**src/rtl/mux_scan_tdm.sv**
```systemverilog
// mux_scan_tdm: round-robin TDM scan of the masked input channels onto one
// registered valid/ready lane, with an optional idle gap between beats.
module mux_scan_tdm #(
    parameter int N       = 8,
    parameter int W       = 1,
    parameter int DWELL_W = 8,
    parameter int SEL_W   = $clog2(N)
) (
    input  logic               clk,
    input  logic               rst_n,
    input  logic               en,
    input  logic [N-1:0]       mask,
    input  logic [DWELL_W-1:0] dwell,
    input  logic [N*W-1:0]     I,
    output logic [W-1:0]       y,
    output logic [SEL_W-1:0]   sel,
    output logic               y_valid,
    input  logic               y_ready,
    output logic               frame_start
);
    typedef enum logic [1:0] {IDLE, PRESENT, GAP} state_t;
    state_t state, state_n;
    logic [DWELL_W-1:0] cnt;
    logic [SEL_W-1:0] base, lo, hi, nxt;
    logic found, cap, drop, load;

    // From IDLE the search starts past the top index so the lowest enabled wins
    always_comb begin
        base  = (state == IDLE) ? SEL_W'(N-1) : sel;
        lo    = '0;
        hi    = '0;
        found = 1'b0;
        for (int i = N-1; i >= 0; i--) begin
            if (mask[i]) lo = SEL_W'(i);
            if (mask[i] && i > int'(base)) begin
                hi    = SEL_W'(i);
                found = 1'b1;
            end
        end
        nxt = found ? hi : lo;
    end

    always_comb begin
        state_n = state;
        cap     = 1'b0;
        drop    = 1'b0;
        load    = 1'b0;
        case (state)
            IDLE: if (en && |mask) begin
                cap     = 1'b1;
                state_n = PRESENT;
            end
            PRESENT: if (y_ready) begin
                if (!en || !(|mask)) begin
                    drop    = 1'b1;
                    state_n = IDLE;
                end else if (dwell == '0) begin
                    cap = 1'b1;
                end else begin
                    drop    = 1'b1;
                    load    = 1'b1;
                    state_n = GAP;
                end
            end
            GAP: if (!en) begin
                state_n = IDLE;
            end else if (cnt == DWELL_W'(1)) begin
                cap     = |mask;
                state_n = |mask ? PRESENT : IDLE;
            end
            default: state_n = IDLE;
        endcase
    end

    always_ff @(posedge clk or negedge rst_n) begin
        if (!rst_n) begin
            state       <= IDLE;
            cnt         <= '0;
            y           <= '0;
            sel         <= '0;
            y_valid     <= 1'b0;
            frame_start <= 1'b0;
        end else begin
            state <= state_n;
            cnt   <= load ? dwell : (state == GAP && cnt != '0) ? cnt - 1'b1 : cnt;
            if (cap) begin
                sel         <= nxt;
                y           <= I[int'(nxt)*W +: W];
                y_valid     <= 1'b1;
                frame_start <= (state == IDLE) || (nxt <= sel);
            end else if (drop) begin
                y_valid     <= 1'b0;
                frame_start <= 1'b0;
            end
        end
    end
endmodule

```
**config.mk**
```make
export PLATFORM = sky130hd
export DESIGN_NAME = mux_scan_tdm
export DESIGN_NICKNAME = d
export VERILOG_FILES = /design/src/rtl/mux_scan_tdm.sv
export SDC_FILE = /design/constraint.sdc
export NUM_CORES = 1
export LEC_CHECK = 0
export ABC_AREA = 1
export ABC_CLOCK_PERIOD_IN_PS = 2100
export CAP_MARGIN = 30
export CORE_MARGIN = 2
export CORE_UTILIZATION = 44
export CTS_CLUSTER_SIZE = 25
export DETAILED_ROUTE_END_ITERATION = 6
export GPL_TIMING_DRIVEN = 1
export PLACE_DENSITY = 0.76
export SLEW_MARGIN = 15
export SYNTH_ARGS = -nofsm -noshare
export SYNTH_HDL_FRONTEND = slang
export SYNTH_SLANG_ARGS = --single-unit
```
**constraint.sdc**
```tcl
create_clock -name clk -period 2.1 [get_ports clk]
set_clock_uncertainty 0.15 [all_clocks]
set_input_delay 0.63 -clock clk [delete_from_list [all_inputs] [get_ports clk]]
set_output_delay 0.63 -clock clk [all_outputs]
set_load 0.02 [all_outputs]
```
# == After elaboration in Yosys (flattened, before gate mapping) ==
# Index checks and enable logic that the tools add are counted.
# totals
reg_bits,16
output_inout_bits,6
# op_classes
n_addsub,1
n_lt_le_gt_ge,8
n_eq_ne,7
n_shift,1
mux,51
reduce_logical,20
# op_table
cell,count
$mux 3,17
$mux 1,24
$mux 8,2
$gt 3x3->1 const A,4
$mux 2,6
$logic_and 1x1->1,9
$eq 8x1->1 const B,1
$logic_not 8->1,1
$reduce_bool 8->1,1
$reduce_or 8->1,1
$shiftx 8x4->1,1
$sub 8x1->8 const B,1
$gt 2x3->1 const A,2
$ne 3x3->1 const B,2
$pmux 2 s3,1
$reduce_and 4->1,1
$reduce_bool 2->1,2
$gt 1x3->1 const A,1
$le 3x3->1,1
$pmux 1 s3,1
$eq 2x1->1 const B,1
$eq 2x2->1 const B,1
$logic_not 1->1,2
$logic_not 2->1,1
3 further kinds,4

# == Depth between registers and ports, before layout ==
# Gate-level depths: netlist (run 1).
# logic_depth
ltp_word,15
ltp_mapped,16

# == Worst setup path before layout (run 1) ==
# No wires, ideal clock.
# synth_path
kind,register to register
start,register sel[1]
end,register frame_start
setup_time_ns,0.139
t_arrival_ns,1.953
path_slack_ns,-0.142
stages_incl_launch_ff,13
path_buffers,0
period_less_slack_ns,2.242
cell_sequence,dfrtp_1 -> inv_1 -> o21ai_0 -> o21ai_1 -> nor2_2 -> and2_4 -> nand2_2 -> nand2_2 -> inv_2 -> ha_1 -> nand2_1 -> o21ai_0 -> a41oi_1
# synth_via
elab_chain_len,14
# synth_rtl
element,line,rtl
"start, declared",16,"output logic [SEL_W-1:0] sel,"
"start signal, assigned",87,sel <= nxt;
$mux 3 *,29,base = (state == IDLE) ? SEL_W'(N-1) : sel;
$gt 3x3->1,35,if (mask[i] && i > int'(base)) begin
$logic_and 1x1->1,35,
$mux 3 / $mux 1 (equally long branches) (7 in a row),35,
$mux 3 *,40,nxt = found ? hi : lo;
via nxt[1],24,"logic [SEL_W-1:0] base, lo, hi, nxt;"
$le 3x3->1 *,90,frame_start <= (state == IDLE) || (nxt <= sel);
$logic_or 1x1->1 *,90,
$mux 1 *,86,if (cap) begin
"end signal, assigned",90,
"end, declared",19,output logic frame_start
# Mark *: on every way through the listed nets, which the timed path passes. The rest lies on a longest branch.
# A chain may end at the register's enable or synchronous reset.

# == Worst setup path after layout (run 1) ==
# layout_path
start,register state[0]
end,register frame_start
# layout_via
elab_chain_len,15
# layout_rtl
element,line,rtl
"start, declared",22,"state_t state, state_n;"
"start signal, assigned",84,state <= state_n;
$logic_not 2->1 *,29,
$mux 3 *,29,
$gt 3x3->1,35,
$logic_and 1x1->1,35,
$mux 3 / $mux 1 (equally long branches) (7 in a row),35,
$mux 3 *,40,
via nxt[1],24,
$le 3x3->1 *,90,
$logic_or 1x1->1 *,90,
$mux 1 *,86,
# Marks and branches as above.

==> results of run 1 <==
## layer usage
metal | share of wire (%) | track usage [%] | up-vias
li1 | - | - | 832
met1 | 39 | 25.0 | 759
met2 | 56 | 46.3 | 38
met3 | 3.5 | 3.06 | 8
met4 | 1.4 | 6.82 | 0
met5 | 0 | 0 | -
## synth_stat cells (2+ instances only)
| library cell | n |
|---|---|
| a21oi_1 | 5 |
| dfrtp_1 | 16 |
| nand3_1 | 17 |
| o21ai_0 | 10 |
| nor3_1 | 4 |
| o311ai_0 | 2 |
| inv_1 | 28 |
| ha_1 | 5 |
| nor2_2 | 3 |
| xnor2_1 | 3 |
| inv_2 | 2 |
| nand2_2 | 4 |
| nor2_1 | 19 |
| o211ai_1 | 4 |
| nand3_2 | 2 |
| nand2_1 | 49 |
| nand2_4 | 3 |
| o21ai_1 | 2 |
| nand4_1 | 3 |
## stage by stage
stage | worst slack, ns | cell area [um^2]
2_1_floorplan | -0.00319 | 1370
3_3_place_gp | -0.519 | 2050
3_5_place_dp | -0.604 | 2050
4_1_cts | -0.0559 | 2170
5_1_grt | -0.195 | 2270
6_report | -0.0806 | 2270
## power by group through the flow
stage	sequential, mW	combinational, mW	clock (mW)
final	0.608	2.53	0.207
after global routing	0.628	2.79	0.220
after CTS	0.601	2.30	0.212
after detailed placement	0.602	2.09	0
after global placement	0.603	2.04	0
after floorplan	0.662	1.17	0
## critical path, cell delays in order (launching register included)
cell and delay [ns]:
dfrtp_1 0.42, inv_2 0.09, nand2_4 0.08, nand3_4 0.09
nand2_2 0.06, nand2_2 0.09, nand2_2 0.07, nor2_4 0.13
and2_4 0.17, nand2_2 0.06, nand2_2 0.07, inv_2 0.05
ha_4 0.25, nand2_1 0.07, o21ai_2 0.13, a41oi_2 0.10
## cell families (layout without fill, tap and decap cells)
kind of cell    after synthesis  after routing  synth area share, %
fa+ha+maj                     5              5                 4.63
flops                        16             16                 29.7
xor+xnor                      4              4                 2.60
compound gates               31             31                 14.7
simple gates                109            109                 39.4
buf+inv                      32            119                 8.99
## path summary, 6_finish.rpt
check,end,depth (start not counted),slack (ns)
max,frame_start$_DFFE_PN0P_,15,-0.08
min,y_valid$_DFFE_PN0P_,2,0.35
max reg2reg,frame_start$_DFFE_PN0P_,15,-0.08
min reg2reg,y_valid$_DFFE_PN0P_,2,0.35
max in group asynchronous,sel[1]$_DFFE_PN0P_,2,1.10
min in group asynchronous,cnt[0]$_DFFE_PN0P_,2,0.49
## state kept, by name (all words and copies together) (netlist names)
signal,cells
y,1
frame_start,1
y_valid,1
state,2
sel,3
cnt,8
## timing repair
action / in CTS / in global routing
pin swaps: 18 / 19
resized for setup: 33 / 16
cloned: 0 / 0
endpoints found under the setup margin: 18 / 13
buffers inserted: 4 / 5
## final cells by class
cell class	instances	area [um^2]
repair buffers	84	718
flip-flops and latches	16	404
inverters	31	120
multi-input cells	149	952
fillers	221	706
clock buffers	4	36.3
well taps	33	41.3
==> flow_summary.ini, run 1 <==
[outcome]
outcome = complete, but fails checks
violations = setup timing

[critical_path]
cp-start-kind = register
end_kind = register
critPathLaunch = state[0]$_DFFE_PN0P_
reg2reg_from = state[0]$_DFFE_PN0P_
critPathArrivalTime_ns = 2.20
crit_fanout = 5
required_ns = 2.12
worstSetupPathType = register to register

[power]
internal_power_mw = 1.83
cellLeakagePower_nw = 1.13
finalPower_mw = 3.35
power_switching_mw = 1.52
switching_share_pct = 45.3
p_seq_share_pct = 18.2
cellPowerDensity_nw_per_um2 = 1470
comb_power_share_pct = 75.6
pwr-share-clk_pct = 6.2
ir_drop_mv = 0.612

[logic_synthesis]
synth_area_um2 = 1350
synth-main-ff-cell = dfrtp_1
synth.ff_latch_count = 16
syn-num-nets = 230
ys_warn_count = 0
synth_area_per_cell_um2 = 6.85
yosysSeqAreaShare_pct = 29.7
yosysTopAreaCellShare_pct = 29.7
synth_cell_types = 35
synth_edf_count = 0
synth.area.top_cells = dfrtp_1, nand2_1, inv_1
synthArstFlopShare_pct = 100
synth_top_area_cell = dfrtp_1
synth_cells = 197

[place]
placed_cells = 304
gp_congestion = 0.892
hpwl_mm = 2.97
io_buffers = 33

[final_layout]
layout.cells.non_filler = 317
num_antenna_cells = 0
area_growth_pct = 68.3
final_core_util_pct = 76.3
layout_common_cells = buf_4, nand2_1, inv_1, clkdlybuf4s50_1, nand3_1
final_common_cell = buf_4
nets = 318
drive_gt1_share_pct = 38.7

[clocking]
cts_buffers = 3
cts_buffer_depth = 2
clkTransAtPathRegs_ns = 0.10
hold_buffers = 0
cts.sinks = 16
ctsRootBufferMaster = clkbuf_4
cts_tree = done
htree_levels = 1
clock_latency_ns = 0.29

[hold_path]
min_path_type = register to register
min_from = y_valid$_DFFE_PN0P_

[route]
drc = 0
ant_nets = 0
vias = 1637
first_pass_iters = 5
routed_wl_mm = 3.84
vias_per_cell = 5.16
wire_per_inst_um = 12.1
drtIter0Drc = 41

[global_routing]
antenna_found_initial = 0
grt_pass1_vias = 1637
grt_max_degree = 17
grt-ovfl-total = 0
grt_pass1_wl_mm = 6.35
grt_usage_pct = 23.3

[timing]
slew_headroom_pct = 72.2
hold_violations = 0
drv_slew = 0
setup_viol = 3
finalSetupTns_ns = -0.148
setup_slack_ns = -0.0806
rsz0062_at_grt = true
post-route-period-util_pct = 104
fmax_mhz = 459
worst_pin_slew_ns = 0.411
finalCriticalPeriod_ns = 2.18
holdWs_ns = 0.348

[die]
num_rows = 20
die-width_um = 59.4
initial_utilization_pct = 45.3
ios = 34
core_area_um2 = 2980
die_y_um = 59.4
dieArea_um2 = 3530

[run]
drv_cap = 0
(Power assumes the default switching activity.)
==> inputs of run 2 (changes only) <==
--- a/config.mk
+++ b/config.mk
@@ -13,7 +13,7 @@
 export CTS_CLUSTER_SIZE = 25
 export DETAILED_ROUTE_END_ITERATION = 6
 export GPL_TIMING_DRIVEN = 1
-export PLACE_DENSITY = 0.76
+export PLACE_DENSITY = 0.77
 export SLEW_MARGIN = 15
 export SYNTH_ARGS = -nofsm -noshare
 export SYNTH_HDL_FRONTEND = slang
==> run 2 against run 1 <==
  * The flow still finishes with violations (setup timing)
  * Global-route usage is 0.75 points lower
  * Non-clock buffer count is 3 higher
  * Setup slack worse by 0.083 ns
  * Count of clock-buffer cells in the layout stayed put
  * Combinational power is 4% higher
  * Critical path depth is 1 lower
  * Flip-flop and latch count stayed put
  * Register-to-register slack worse by 0.08 ns
  * First-iteration DRC count is 100% higher
  * Via count is 1.5% higher
  * Worst hold slack better by 0.013 ns
  * Sequential share of layout area is 0.23 points lower
  * Critical endpoint unchanged
  * Largest power group unchanged
==> flow_summary.ini, run 2 (synthesis results as in run 1) <==
[critical_path]
crit_fanout = 5
path_cells = inv_2 -> nand2_4 -> nand2_4 -> buf_6 -> o21ai_2 -> nor2_2 -> and2_4 -> nand2_2 -> nand2_2 -> inv_2 -> ha_4 -> nand2_2 -> o21ai_2 -> a41oi_2
cp-start-kind = register
end_kind = register
path_common_cell = nand2_2
cpPeakStageDelay_ns = 0.42
worstSetupPathType = register to register
crit_slowest_cell = dfrtp_1
critPathArrivalTime_ns = 2.27
required_ns = 2.10

[clocking]
hold_buffers = 0
cts_buffers = 3
cts_tree = done
htree_levels = 1
cts_buffer_depth = 2
ctsRootBufferMaster = clkbuf_4
clkTransAtPathRegs_ns = 0.09
cts.sinks = 16
clock_latency_ns = 0.29

[die]
ios = 34
core_area_um2 = 2980
dieArea_um2 = 3530
die_y_um = 59.4
initial_utilization_pct = 45.3
num_rows = 20
die-width_um = 59.4

[power]
ir_drop_mv = 0.656
finalPower_mw = 3.44
internal_power_mw = 1.84
comb_power_share_pct = 76.3
power_switching_mw = 1.59
cellPowerDensity_nw_per_um2 = 1490
switching_share_pct = 46.4
p_seq_share_pct = 17.8
cellLeakagePower_nw = 1.16
pwr-share-clk_pct = 5.9

[timing]
rsz0062_at_grt = true
setup_viol = 2
setup_slack_ns = -0.163
finalCriticalPeriod_ns = 2.26
hold_violations = 0
fmax_mhz = 442
slew_headroom_pct = 77.1
worst_pin_slew_ns = 0.339
post-route-period-util_pct = 108
drv_slew = 0

[route]
first_pass_iters = 4
routed_wl_mm = 4.16
wire_per_inst_um = 13.0
ant_nets = 0
drtIter0Drc = 83
vias_per_cell = 5.19
drc = 0
vias = 1661

[outcome]
violations = setup timing
outcome = complete, but fails checks

[hold_path]
min_path_type = register to register

[place]
hpwl_mm = 2.89
gp_congestion = 0.891
placed_cells = 304
dp_slack_ns = -0.561
io_buffers = 33

[global_routing]
grt_usage_pct = 22.6
grt_pass1_wl_mm = 6.07
grt-ovfl-total = 0
antenna_found_initial = 0
grt_pass1_vias = 1538
grt_max_degree = 17

[final_layout]
layout.cells.non_filler = 320
largestRegisters = cnt x8, sel x3, state x2
num_antenna_cells = 0
area_growth_pct = 70.5
final_core_util_pct = 77.3
multiInputGateArea_um2 = 962
largest_register_ffs = 8
top_register = cnt
nets = 321
drive_gt1_share_pct = 39.7
seq_area_um2 = 404
nFillCells = 217
layout_common_cells = buf_4, nand2_1, inv_1, clkdlybuf4s50_1, nand3_1
final_common_cell = buf_4

[run]
drv_cap = 0
-- run 2: cell count changes in the layout (fill, tap and decap cells not counted), sizes merged --
| cell | before | now |
|---|---|---|
| buf | 51 | 54 |
| clkinv | 1 | 0 |
| inv | 30 | 31 |
-- run 2: critical path: cells and delay by family, from the launching register on --
kind                       cells  cell delay (ns)
AOI/OAI and AO/OA              3             0.35
adders and majority gates      1             0.26
buffers and inverters          3             0.24
DFF                            1             0.42
and+or+nand+nor                7             0.70
-- run 2: through the flow --
stage	setup TNS [ns]	hold slack, ns	cell area [um^2]
finish	-0.172	0.361	2300
global route	-0.439	0.388	2300
CTS	-0.0613	0.365	2180
detailed placement	-7.44	0.338	2050
global placement	-6.90	0.321	2050
floorplan	-0.00319	0.184	1370
-- run 2: what timing repair did --
item                       CTS  global route
pin swaps                   10            24
setup buffers                7             5
resized for setup           29            25
cloned                       0             0
setup endpoints to repair   18            14
-- run 2: routing by layer --
metal	wire (um)	share of wire [%]	vias to the layer above	track usage (%)
met5	0	0	-	0
met4	99	2.4	0	7.47
met3	166	4.0	11	2.40
met2	2280	55	43	45.1
met1	1620	39	773	24.0
li1	-	-	834	-
-- run 2: layout make-up --
| class | instances | area share [%] |
|---|---|---|
| inverters | 31 | 5.27 |
| multi-input cells | 149 | 41.8 |
| repair buffers | 87 | 32.0 |
| well taps | 33 | 1.79 |
| flip-flops and latches | 16 | 17.6 |
| clock buffers | 4 | 1.58 |
-- run 2: power groups by stage --
stage,logic (mW),registers [mW],clock network [mW]
detailed placement,2.11,0.602,0
floorplan,1.17,0.662,0
global route,2.85,0.626,0.227
finish,2.62,0.613,0.202
CTS,2.23,0.605,0.207
global placement,2.05,0.601,0
-- run 2: path summary, 6_finish.rpt --
path	startpoint	endpoint	slack, ns	depth (start not counted)
setup / recovery	state[1]$_DFFE_PN0P_	frame_start$_DFFE_PN0P_	-0.16	14
hold / removal	y_valid$_DFFE_PN0P_	y_valid$_DFFE_PN0P_	0.36	2
setup reg to reg	state[1]$_DFFE_PN0P_	frame_start$_DFFE_PN0P_	-0.16	14
hold reg to reg	y_valid$_DFFE_PN0P_	y_valid$_DFFE_PN0P_	0.36	2
max in group asynchronous	rst_n	sel[2]$_DFFE_PN0P_	1.10	2
min in group asynchronous	rst_n	cnt[0]$_DFFE_PN0P_	0.49	2
